==> src/rtl/trigger_pkg.sv <==
// +----------------------------------------------------------------------------+
// | trigger_pkg                                                                |
// | Shared state encoding and stage-index sizing for the trigger sequencer.    |
// | Rev 1.0                                                                    |
// +----------------------------------------------------------------------------+
`default_nettype none

package trigger_pkg;

  localparam int C_STAGE_W    = 4;
  localparam int C_MAX_STAGES = 16;

  typedef enum logic [1:0] {
    ST_IDLE  = 2'd0,
    ST_ARMED = 2'd1,
    ST_FIRED = 2'd2
  } state_t;

endpackage

`default_nettype wire

==> src/rtl/trigger_stage_hit.sv <==
// +----------------------------------------------------------------------------+
// | trigger_stage_hit                                                          |
// | Edge/level pattern match of one sequencer stage against the sample stream. |
// | Rev 1.0                                                                    |
// +----------------------------------------------------------------------------+
`default_nettype none

module trigger_stage_hit
  import trigger_pkg::*;
#(
  parameter int SDW = 32
) (
  input  logic [SDW-1:0] prev_i,
  input  logic [SDW-1:0] cur_i,
  input  logic [SDW-1:0] cfg_or_i,
  input  logic [SDW-1:0] cfg_and_i,
  input  logic [SDW-1:0] cfg_0_0_i,
  input  logic [SDW-1:0] cfg_0_1_i,
  input  logic [SDW-1:0] cfg_1_0_i,
  input  logic [SDW-1:0] cfg_1_1_i,
  input  logic           valid_i,
  output logic           hit_o
);

  logic [SDW-1:0] w_match;
  logic           w_and_hit;
  logic           w_or_hit;

  // Each cfg_x_y enables the (previous = x, current = y) bit transition.
  assign w_match = (~prev_i & ~cur_i & cfg_0_0_i)
                 | (~prev_i &  cur_i & cfg_0_1_i)
                 | ( prev_i & ~cur_i & cfg_1_0_i)
                 | ( prev_i &  cur_i & cfg_1_1_i);

  assign w_and_hit = (&(w_match | ~cfg_and_i)) & (|cfg_and_i);
  assign w_or_hit  = |(w_match & cfg_or_i);
  assign hit_o     = valid_i & (w_and_hit | w_or_hit);

endmodule

`default_nettype wire

==> src/rtl/trigger_sequencer.sv <==
// +----------------------------------------------------------------------------+
// | trigger_sequencer                                                          |
// | Multi-stage logic-analyser trigger; TRIGGER_SEQUENCER_TIMEOUT_EN adds      |
// | per-stage transfer timeouts. Rev 1.0                                       |
// +----------------------------------------------------------------------------+
`default_nettype none

module trigger_sequencer
  import trigger_pkg::*;
#(
  parameter int SDW = 32,
  parameter int NST = 4,
  parameter int CNW = 16
) (
  input  logic                 clk,
  input  logic                 rst,
  input  logic [NST*SDW-1:0]   cfg_or,
  input  logic [NST*SDW-1:0]   cfg_and,
  input  logic [NST*SDW-1:0]   cfg_0_0,
  input  logic [NST*SDW-1:0]   cfg_0_1,
  input  logic [NST*SDW-1:0]   cfg_1_0,
  input  logic [NST*SDW-1:0]   cfg_1_1,
  input  logic [NST*CNW-1:0]   cfg_cnt,
  input  logic [NST*CNW-1:0]   cfg_tmo,
  input  logic [3:0]           cfg_lst,
  input  logic                 ctl_arm,
  input  logic                 ctl_abort,
  input  logic                 sti_transfer,
  input  logic [SDW-1:0]       sti_tdata,
  output logic                 sts_armed,
  output logic [3:0]           sts_stage,
  output logic                 sts_trg,
  output logic                 sts_done
);

  localparam logic [C_STAGE_W-1:0] C_LAST_MAX = C_STAGE_W'(NST - 1);

  state_t                 state_q, state_d;
  logic [C_STAGE_W-1:0]   stage_q, stage_d;
  logic [CNW-1:0]         occ_q, occ_d;
  logic                   trg_q, trg_d;
  logic [SDW-1:0]         dly_tdata_q, dly_tdata_d;

  logic [C_MAX_STAGES-1:0] w_hit_all;
  logic [CNW-1:0]          w_cnt_arr [C_MAX_STAGES];
  logic [C_STAGE_W-1:0]    w_lst;
  logic                    w_cur_hit;
  logic [CNW-1:0]          w_cur_cnt;

`ifdef TRIGGER_SEQUENCER_TIMEOUT_EN
  logic [CNW-1:0]          tmo_q, tmo_d;
  logic [CNW-1:0]          w_tmo_arr [C_MAX_STAGES];
  logic [CNW-1:0]          w_cur_tmo;
`else
  logic                    unused_tmo;
  assign unused_tmo = ^cfg_tmo;
`endif

  // Stage tables are padded to 16 entries so the 4-bit stage index selects directly.
  for (genvar k = 0; k < C_MAX_STAGES; k++) begin : g_stage
    if (k < NST) begin : g_used
      trigger_stage_hit #(.SDW(SDW)) u_hit (
        .prev_i    (dly_tdata_q),
        .cur_i     (sti_tdata),
        .cfg_or_i  (cfg_or [k*SDW +: SDW]),
        .cfg_and_i (cfg_and[k*SDW +: SDW]),
        .cfg_0_0_i (cfg_0_0[k*SDW +: SDW]),
        .cfg_0_1_i (cfg_0_1[k*SDW +: SDW]),
        .cfg_1_0_i (cfg_1_0[k*SDW +: SDW]),
        .cfg_1_1_i (cfg_1_1[k*SDW +: SDW]),
        .valid_i   (sti_transfer),
        .hit_o     (w_hit_all[k])
      );
      assign w_cnt_arr[k] = cfg_cnt[k*CNW +: CNW];
`ifdef TRIGGER_SEQUENCER_TIMEOUT_EN
      assign w_tmo_arr[k] = cfg_tmo[k*CNW +: CNW];
`endif
    end else begin : g_pad
      assign w_hit_all[k] = 1'b0;
      assign w_cnt_arr[k] = '0;
`ifdef TRIGGER_SEQUENCER_TIMEOUT_EN
      assign w_tmo_arr[k] = '0;
`endif
    end
  end

  assign w_lst     = (cfg_lst > C_LAST_MAX) ? C_LAST_MAX : cfg_lst;
  assign w_cur_hit = w_hit_all[stage_q];
  assign w_cur_cnt = w_cnt_arr[stage_q];
`ifdef TRIGGER_SEQUENCER_TIMEOUT_EN
  assign w_cur_tmo = w_tmo_arr[stage_q];
`endif

  always_ff @(posedge clk or posedge rst) begin
    if (rst) begin
      state_q     <= ST_IDLE;
      stage_q     <= '0;
      occ_q       <= '0;
      trg_q       <= 1'b0;
      dly_tdata_q <= '0;
`ifdef TRIGGER_SEQUENCER_TIMEOUT_EN
      tmo_q       <= '0;
`endif
    end else begin
      state_q     <= state_d;
      stage_q     <= stage_d;
      occ_q       <= occ_d;
      trg_q       <= trg_d;
      dly_tdata_q <= dly_tdata_d;
`ifdef TRIGGER_SEQUENCER_TIMEOUT_EN
      tmo_q       <= tmo_d;
`endif
    end
  end

  always_comb begin
    state_d     = state_q;
    stage_d     = stage_q;
    occ_d       = occ_q;
    trg_d       = 1'b0;
    dly_tdata_d = sti_transfer ? sti_tdata : dly_tdata_q;
`ifdef TRIGGER_SEQUENCER_TIMEOUT_EN
    tmo_d       = tmo_q;
`endif

    if (ctl_abort) begin
      state_d = ST_IDLE;
      stage_d = '0;
      occ_d   = '0;
`ifdef TRIGGER_SEQUENCER_TIMEOUT_EN
      tmo_d   = '0;
`endif
    end else if (ctl_arm) begin
      state_d = ST_ARMED;
      stage_d = '0;
      occ_d   = '0;
`ifdef TRIGGER_SEQUENCER_TIMEOUT_EN
      tmo_d   = '0;
`endif
    end else if (state_q == ST_ARMED && sti_transfer) begin
      if (w_cur_hit && occ_q == w_cur_cnt) begin
        occ_d = '0;
`ifdef TRIGGER_SEQUENCER_TIMEOUT_EN
        tmo_d = '0;
`endif
        if (stage_q == w_lst) begin
          state_d = ST_FIRED;
          stage_d = '0;
          trg_d   = 1'b1;
        end else begin
          stage_d = stage_q + 1'b1;
        end
      end else begin
        if (w_cur_hit && occ_q != '1) begin
          occ_d = occ_q + 1'b1;
        end
`ifdef TRIGGER_SEQUENCER_TIMEOUT_EN
        // Stage 0 never times out; later stages fall back after cfg_tmo idle transfers.
        if (stage_q != '0) begin
          if (tmo_q != '1) begin
            tmo_d = tmo_q + 1'b1;
          end
          if (w_cur_tmo != '0 && tmo_d == w_cur_tmo) begin
            stage_d = '0;
            occ_d   = '0;
            tmo_d   = '0;
          end
        end
`endif
      end
    end
  end

  assign sts_armed = (state_q == ST_ARMED);
  assign sts_done  = (state_q == ST_FIRED);
  assign sts_stage = stage_q;
  assign sts_trg   = trg_q;

endmodule

`default_nettype wire

==> config.mk <==
export PLATFORM = sky130hd
export DESIGN_NAME = trigger_sequencer
export DESIGN_NICKNAME = d
export VERILOG_FILES = /design/src/rtl/trigger_pkg.sv /design/src/rtl/trigger_stage_hit.sv /design/src/rtl/trigger_sequencer.sv
export SDC_FILE = /design/constraint.sdc
export NUM_CORES = 1
export LEC_CHECK = 0
export CAP_MARGIN = 30
export CORE_AREA = 2 2 369 371
export DETAILED_ROUTE_END_ITERATION = 7
export DIE_AREA = 0 0 371 373
export SLEW_MARGIN = 10
export SYNTH_ARGS = -nofsm -noshare
export SYNTH_HDL_FRONTEND = slang
export SYNTH_SLANG_ARGS = --single-unit
==> constraint.sdc <==
create_clock -name clk -period 4 [get_ports clk]
set_clock_uncertainty 0.15 [all_clocks]
set_input_delay 1.2 -clock clk [delete_from_list [all_inputs] [get_ports clk]]
set_output_delay 1.2 -clock clk [all_outputs]
set_load 0.02 [all_outputs]
==> out/qor.yml <==
cts_buffers: 5
avgRoutedWirePerCell_um: 34.4
p_leak_nw: 9.03
cts_tree: "built"
antenna_left: 0
hp-class: "reg -> reg"
worstHoldStart: "state_q[1]$_DFFE_PP0P_"
ctsHtreeMaxLevel: 2
syn2layout_area_growth_pct: 161
grt_pass1_wl_um: 163000
grt.overflow.total: 0
ctsRootBufferMaster: "clkbuf_16"
r2r_end: "occ_q[15]$_DFFE_PP0P_"
cts_sinks: 55
drt_first_iter_violations: 814
core_area_mm2: 0.135
rows: 135
final_cell_mix: "clkdlybuf4s50_1 (743), buf_4 (198), mux4_2 (123)"
post_dp_cell_area_mm2: 0.0225
synth-edff-count: 0
vias: 14255
hold_path_end: "state_q[1]$_DFFE_PP0P_"
die_w_um: 371
criticalPathCategory: "in -> reg"
grt.total_usage_pct: 18.6
die_y_um: 373
period_share_pct: 106
io_buffers: 879
syn_inst: 936
fillCellCount: 14987
place_ws_ps: -1370
setup_slack_ps: -235
endpoint_kind: "flip-flop"
fmax_mhz: 236
required_ps: 4100
synth.cell_area_mm2: 0.00917
maxSlewHeadroom_pct: 36.4
syn_nets: 1875
fin_area_mm2: 0.0239
tightest_slew_ps: 954
multi_input_area_mm2: 0.00786
crit_fanout: 5
period_needed_ps: 4240
num_io_pins: 944
r2r_slack_ps: 150
instances_no_fill: 3882
start_util_pct: 6.81
cp.arrival_ps: 4340
vdd_drop_max_uv: 210
path_clk_slew_ps: 110
grt_pass1_vias: 15099
gp_congestion: 0.955
cpPeakStageDelay_ps: 670
synthArstFlopShare_pct: 100
drive_gt1_share_pct: 30.0
finalSetupViolations: 20
grt_max_degree: 34
r2r_cells: 12
cpMaxStageDelayCell: "mux4_2"
wl_um: 134000
holdPathStages: 1
num-nets-final: 3000
cp_common_cell: "buf_6"
dieArea_mm2: 0.138
yosysWarnings: 0
final-max-slew-violation-count: 0
cellPowerDensity_mw_per_mm2: 184
whs_ps: 404
netlist-cell-type-count: 61
yosysSeqAreaShare_pct: 15.0
rsz0062_at_grt: "yes"
via_per_inst: 3.67
synth.avg_cell_area_um2: 9.79
r2r-start: "dly_tdata_q[31]$_DFFE_PP0P_"
cts_max_path_buffers: 2
ys_seq_elements: 55
worstSetupStartpointType: "input pin"
drc: 0
ys_dominant_reg_cell: "dfrtp_1"
hold_violations: 0
clk_latency_ps: 400
maxCapViolCount: 0
antenna_found_initial: 97
dp_hpwl_um: 123000
violations: "negative setup slack"
drt_first_pass_iters: 5
fin_util_pct: 17.8
cts_hold_buf: 0
status: "complete, but fails checks"
final_common_cell: "clkdlybuf4s50_1"
dp_cells: 3794
cp_cell_sequence: "buf_12 -> buf_6 -> mux4_2 -> and2_4 -> a311oi_2 -> nand4_1 -> or4_4 -> buf_6 -> o2111ai_4 -> buf_4 -> buf_6 -> nand2_8 -> a31oi_2 -> a311oi_1"
ff_latch_area_mm2: 0.00138
==> layer usage <==
layer | track usage (%) | wire length [um] | vias to the layer above | part of all wire [%]
li1 | - | - | 6107 | -
met1 | 22.8 | 55700 | 7137 | 42
met2 | 33.3 | 66800 | 812 | 50
met3 | 3.19 | 7300 | 185 | 5.5
met4 | 4.30 | 3700 | 14 | 2.8
met5 | 0 | 77 | - | 0.058
==> where the power goes <==
group	switching (mW)	total [mW]	internal (mW)	leakage (nW)
sequential	0.0928	0.684	0.591	0.691
combinational	1.39	3.07	1.68	8.26
clock	0.395	0.644	0.248	0.0781
==> what timing repair did <==
action | in CTS | in global routing
endpoints found under the setup margin | 22 | 22
gates resized for setup | 328 | 105
hold endpoints to repair | 0 | 0
pin swaps | 79 | 48
setup buffers | 40 | 9
cloned | 2 | 0
==> flip-flops by register name, summed over array words and instances, names as in the netlist <==
register     count
dly_tdata_q     32
state_q          2
sts_stage        4
sts_trg          1
occ_q           16
==> cell usage after synthesis (3+ instances only) <==
| master | number | share of area (%) |
|---|---|---|
| buf_2 | 18 | 0.98 |
| nand3b_1 | 12 | 0.98 |
| a2111oi_1 | 3 | 0.33 |
| or4_1 | 6 | 0.49 |
| nor3_1 | 7 | 0.38 |
| nor4_1 | 43 | 2.9 |
| nor3b_1 | 8 | 0.66 |
| a21oi_1 | 13 | 0.71 |
| a221oi_1 | 9 | 0.86 |
| nor2_1 | 37 | 1.5 |
| nor2b_1 | 16 | 1.1 |
| xnor2_1 | 17 | 1.6 |
| o32ai_1 | 16 | 1.5 |
| mux2i_1 | 59 | 6.4 |
| nand3_1 | 27 | 1.5 |
| nand2_1 | 43 | 1.8 |
| clkbuf_1 | 31 | 1.3 |
| and4_1 | 5 | 0.48 |
| o211ai_1 | 3 | 0.25 |
| nand2b_1 | 24 | 1.6 |
| mux4_1 | 8 | 2.3 |
| a32oi_1 | 13 | 1.2 |
| buf_1 | 6 | 0.25 |
| inv_1 | 107 | 4.4 |
| o22ai_1 | 44 | 3.0 |
| and3_1 | 5 | 0.34 |
| buf_4 | 3 | 0.25 |
| mux4_2 | 118 | 29 |
| mux2_2 | 43 | 5.3 |
| nand4_1 | 26 | 1.8 |
| o21ai_0 | 8 | 0.44 |
| a22oi_1 | 29 | 2.4 |
| and2_1 | 4 | 0.27 |
| dfrtp_1 | 55 | 15 |
| xor2_1 | 5 | 0.48 |
| a22o_1 | 11 | 1.1 |
| a311oi_1 | 3 | 0.29 |
| o2111ai_1 | 6 | 0.57 |
| o22a_1 | 3 | 0.29 |
| a211oi_1 | 8 | 0.66 |
| nor2_2 | 3 | 0.20 |
==> through the flow <==
step	TNS, ps	power, mW
floorplan	-32.0	1.39
global placement	-28800	3.66
detailed placement	-27880	3.65
CTS	-2660	4.49
global route	-3130	4.61
finish	-2720	4.40
==> cells by family (layout without fill, tap and decap cells) <==
kind of cell | after synthesis | count (layout) | synth area share (%)
AOI/OAI and AO/OA | 187 | 187 | 15.4
DFF | 55 | 55 | 15.0
xor gates and xnor gates | 22 | 22 | 2.10
other | 0 | 39 | 0
and+or+nand+nor | 275 | 275 | 16.9
buffers and inverters | 166 | 1292 | 7.18
muxes | 229 | 229 | 43.1
adders and majority gates | 2 | 2 | 0.273
==> cell type report <==
class                           count  area share, %
Multi-Input combinational cell    715           32.8
Antenna cell                       39          0.408
Inverter                          107           1.69
Timing Repair Buffer             1177           49.4
Tap cell                         1781           9.31
Clock buffer                        5          0.523
Sequential cell                    55           5.76
Clock inverter                      3          0.131
==> worst max path at each step <==
| stage | from | end | slack [ps] | cells past startpoint |
|---|---|---|---|---|
| 3_5_place_dp | sti_tdata[12] | sts_stage[2]$_DFFE_PP0P_ | -1370 | 13 |
| 3_3_place_gp | sti_tdata[12] | sts_stage[2]$_DFFE_PP0P_ | -1430 | 13 |
| 2_1_floorplan | sti_tdata[16] | sts_stage[0]$_DFFE_PP0P_ | -30 | 11 |
| 6_report | sti_tdata[17] | occ_q[8]$_DFFE_PP0P_ | -240 | 14 |
| 4_1_cts | sti_tdata[16] | sts_stage[0]$_DFFE_PP0P_ | -210 | 12 |
| 5_1_grt | cfg_1_1[125] | occ_q[8]$_DFFE_PP0P_ | -230 | 13 |
==> critical path, delay by kind of cell <==
family | cells | cell delay, ps
compound gates | 4 | 720
buf+inv | 5 | 630
mux | 1 | 670
simple gates | 4 | 1060
Power figures use the tool's default switching activity.
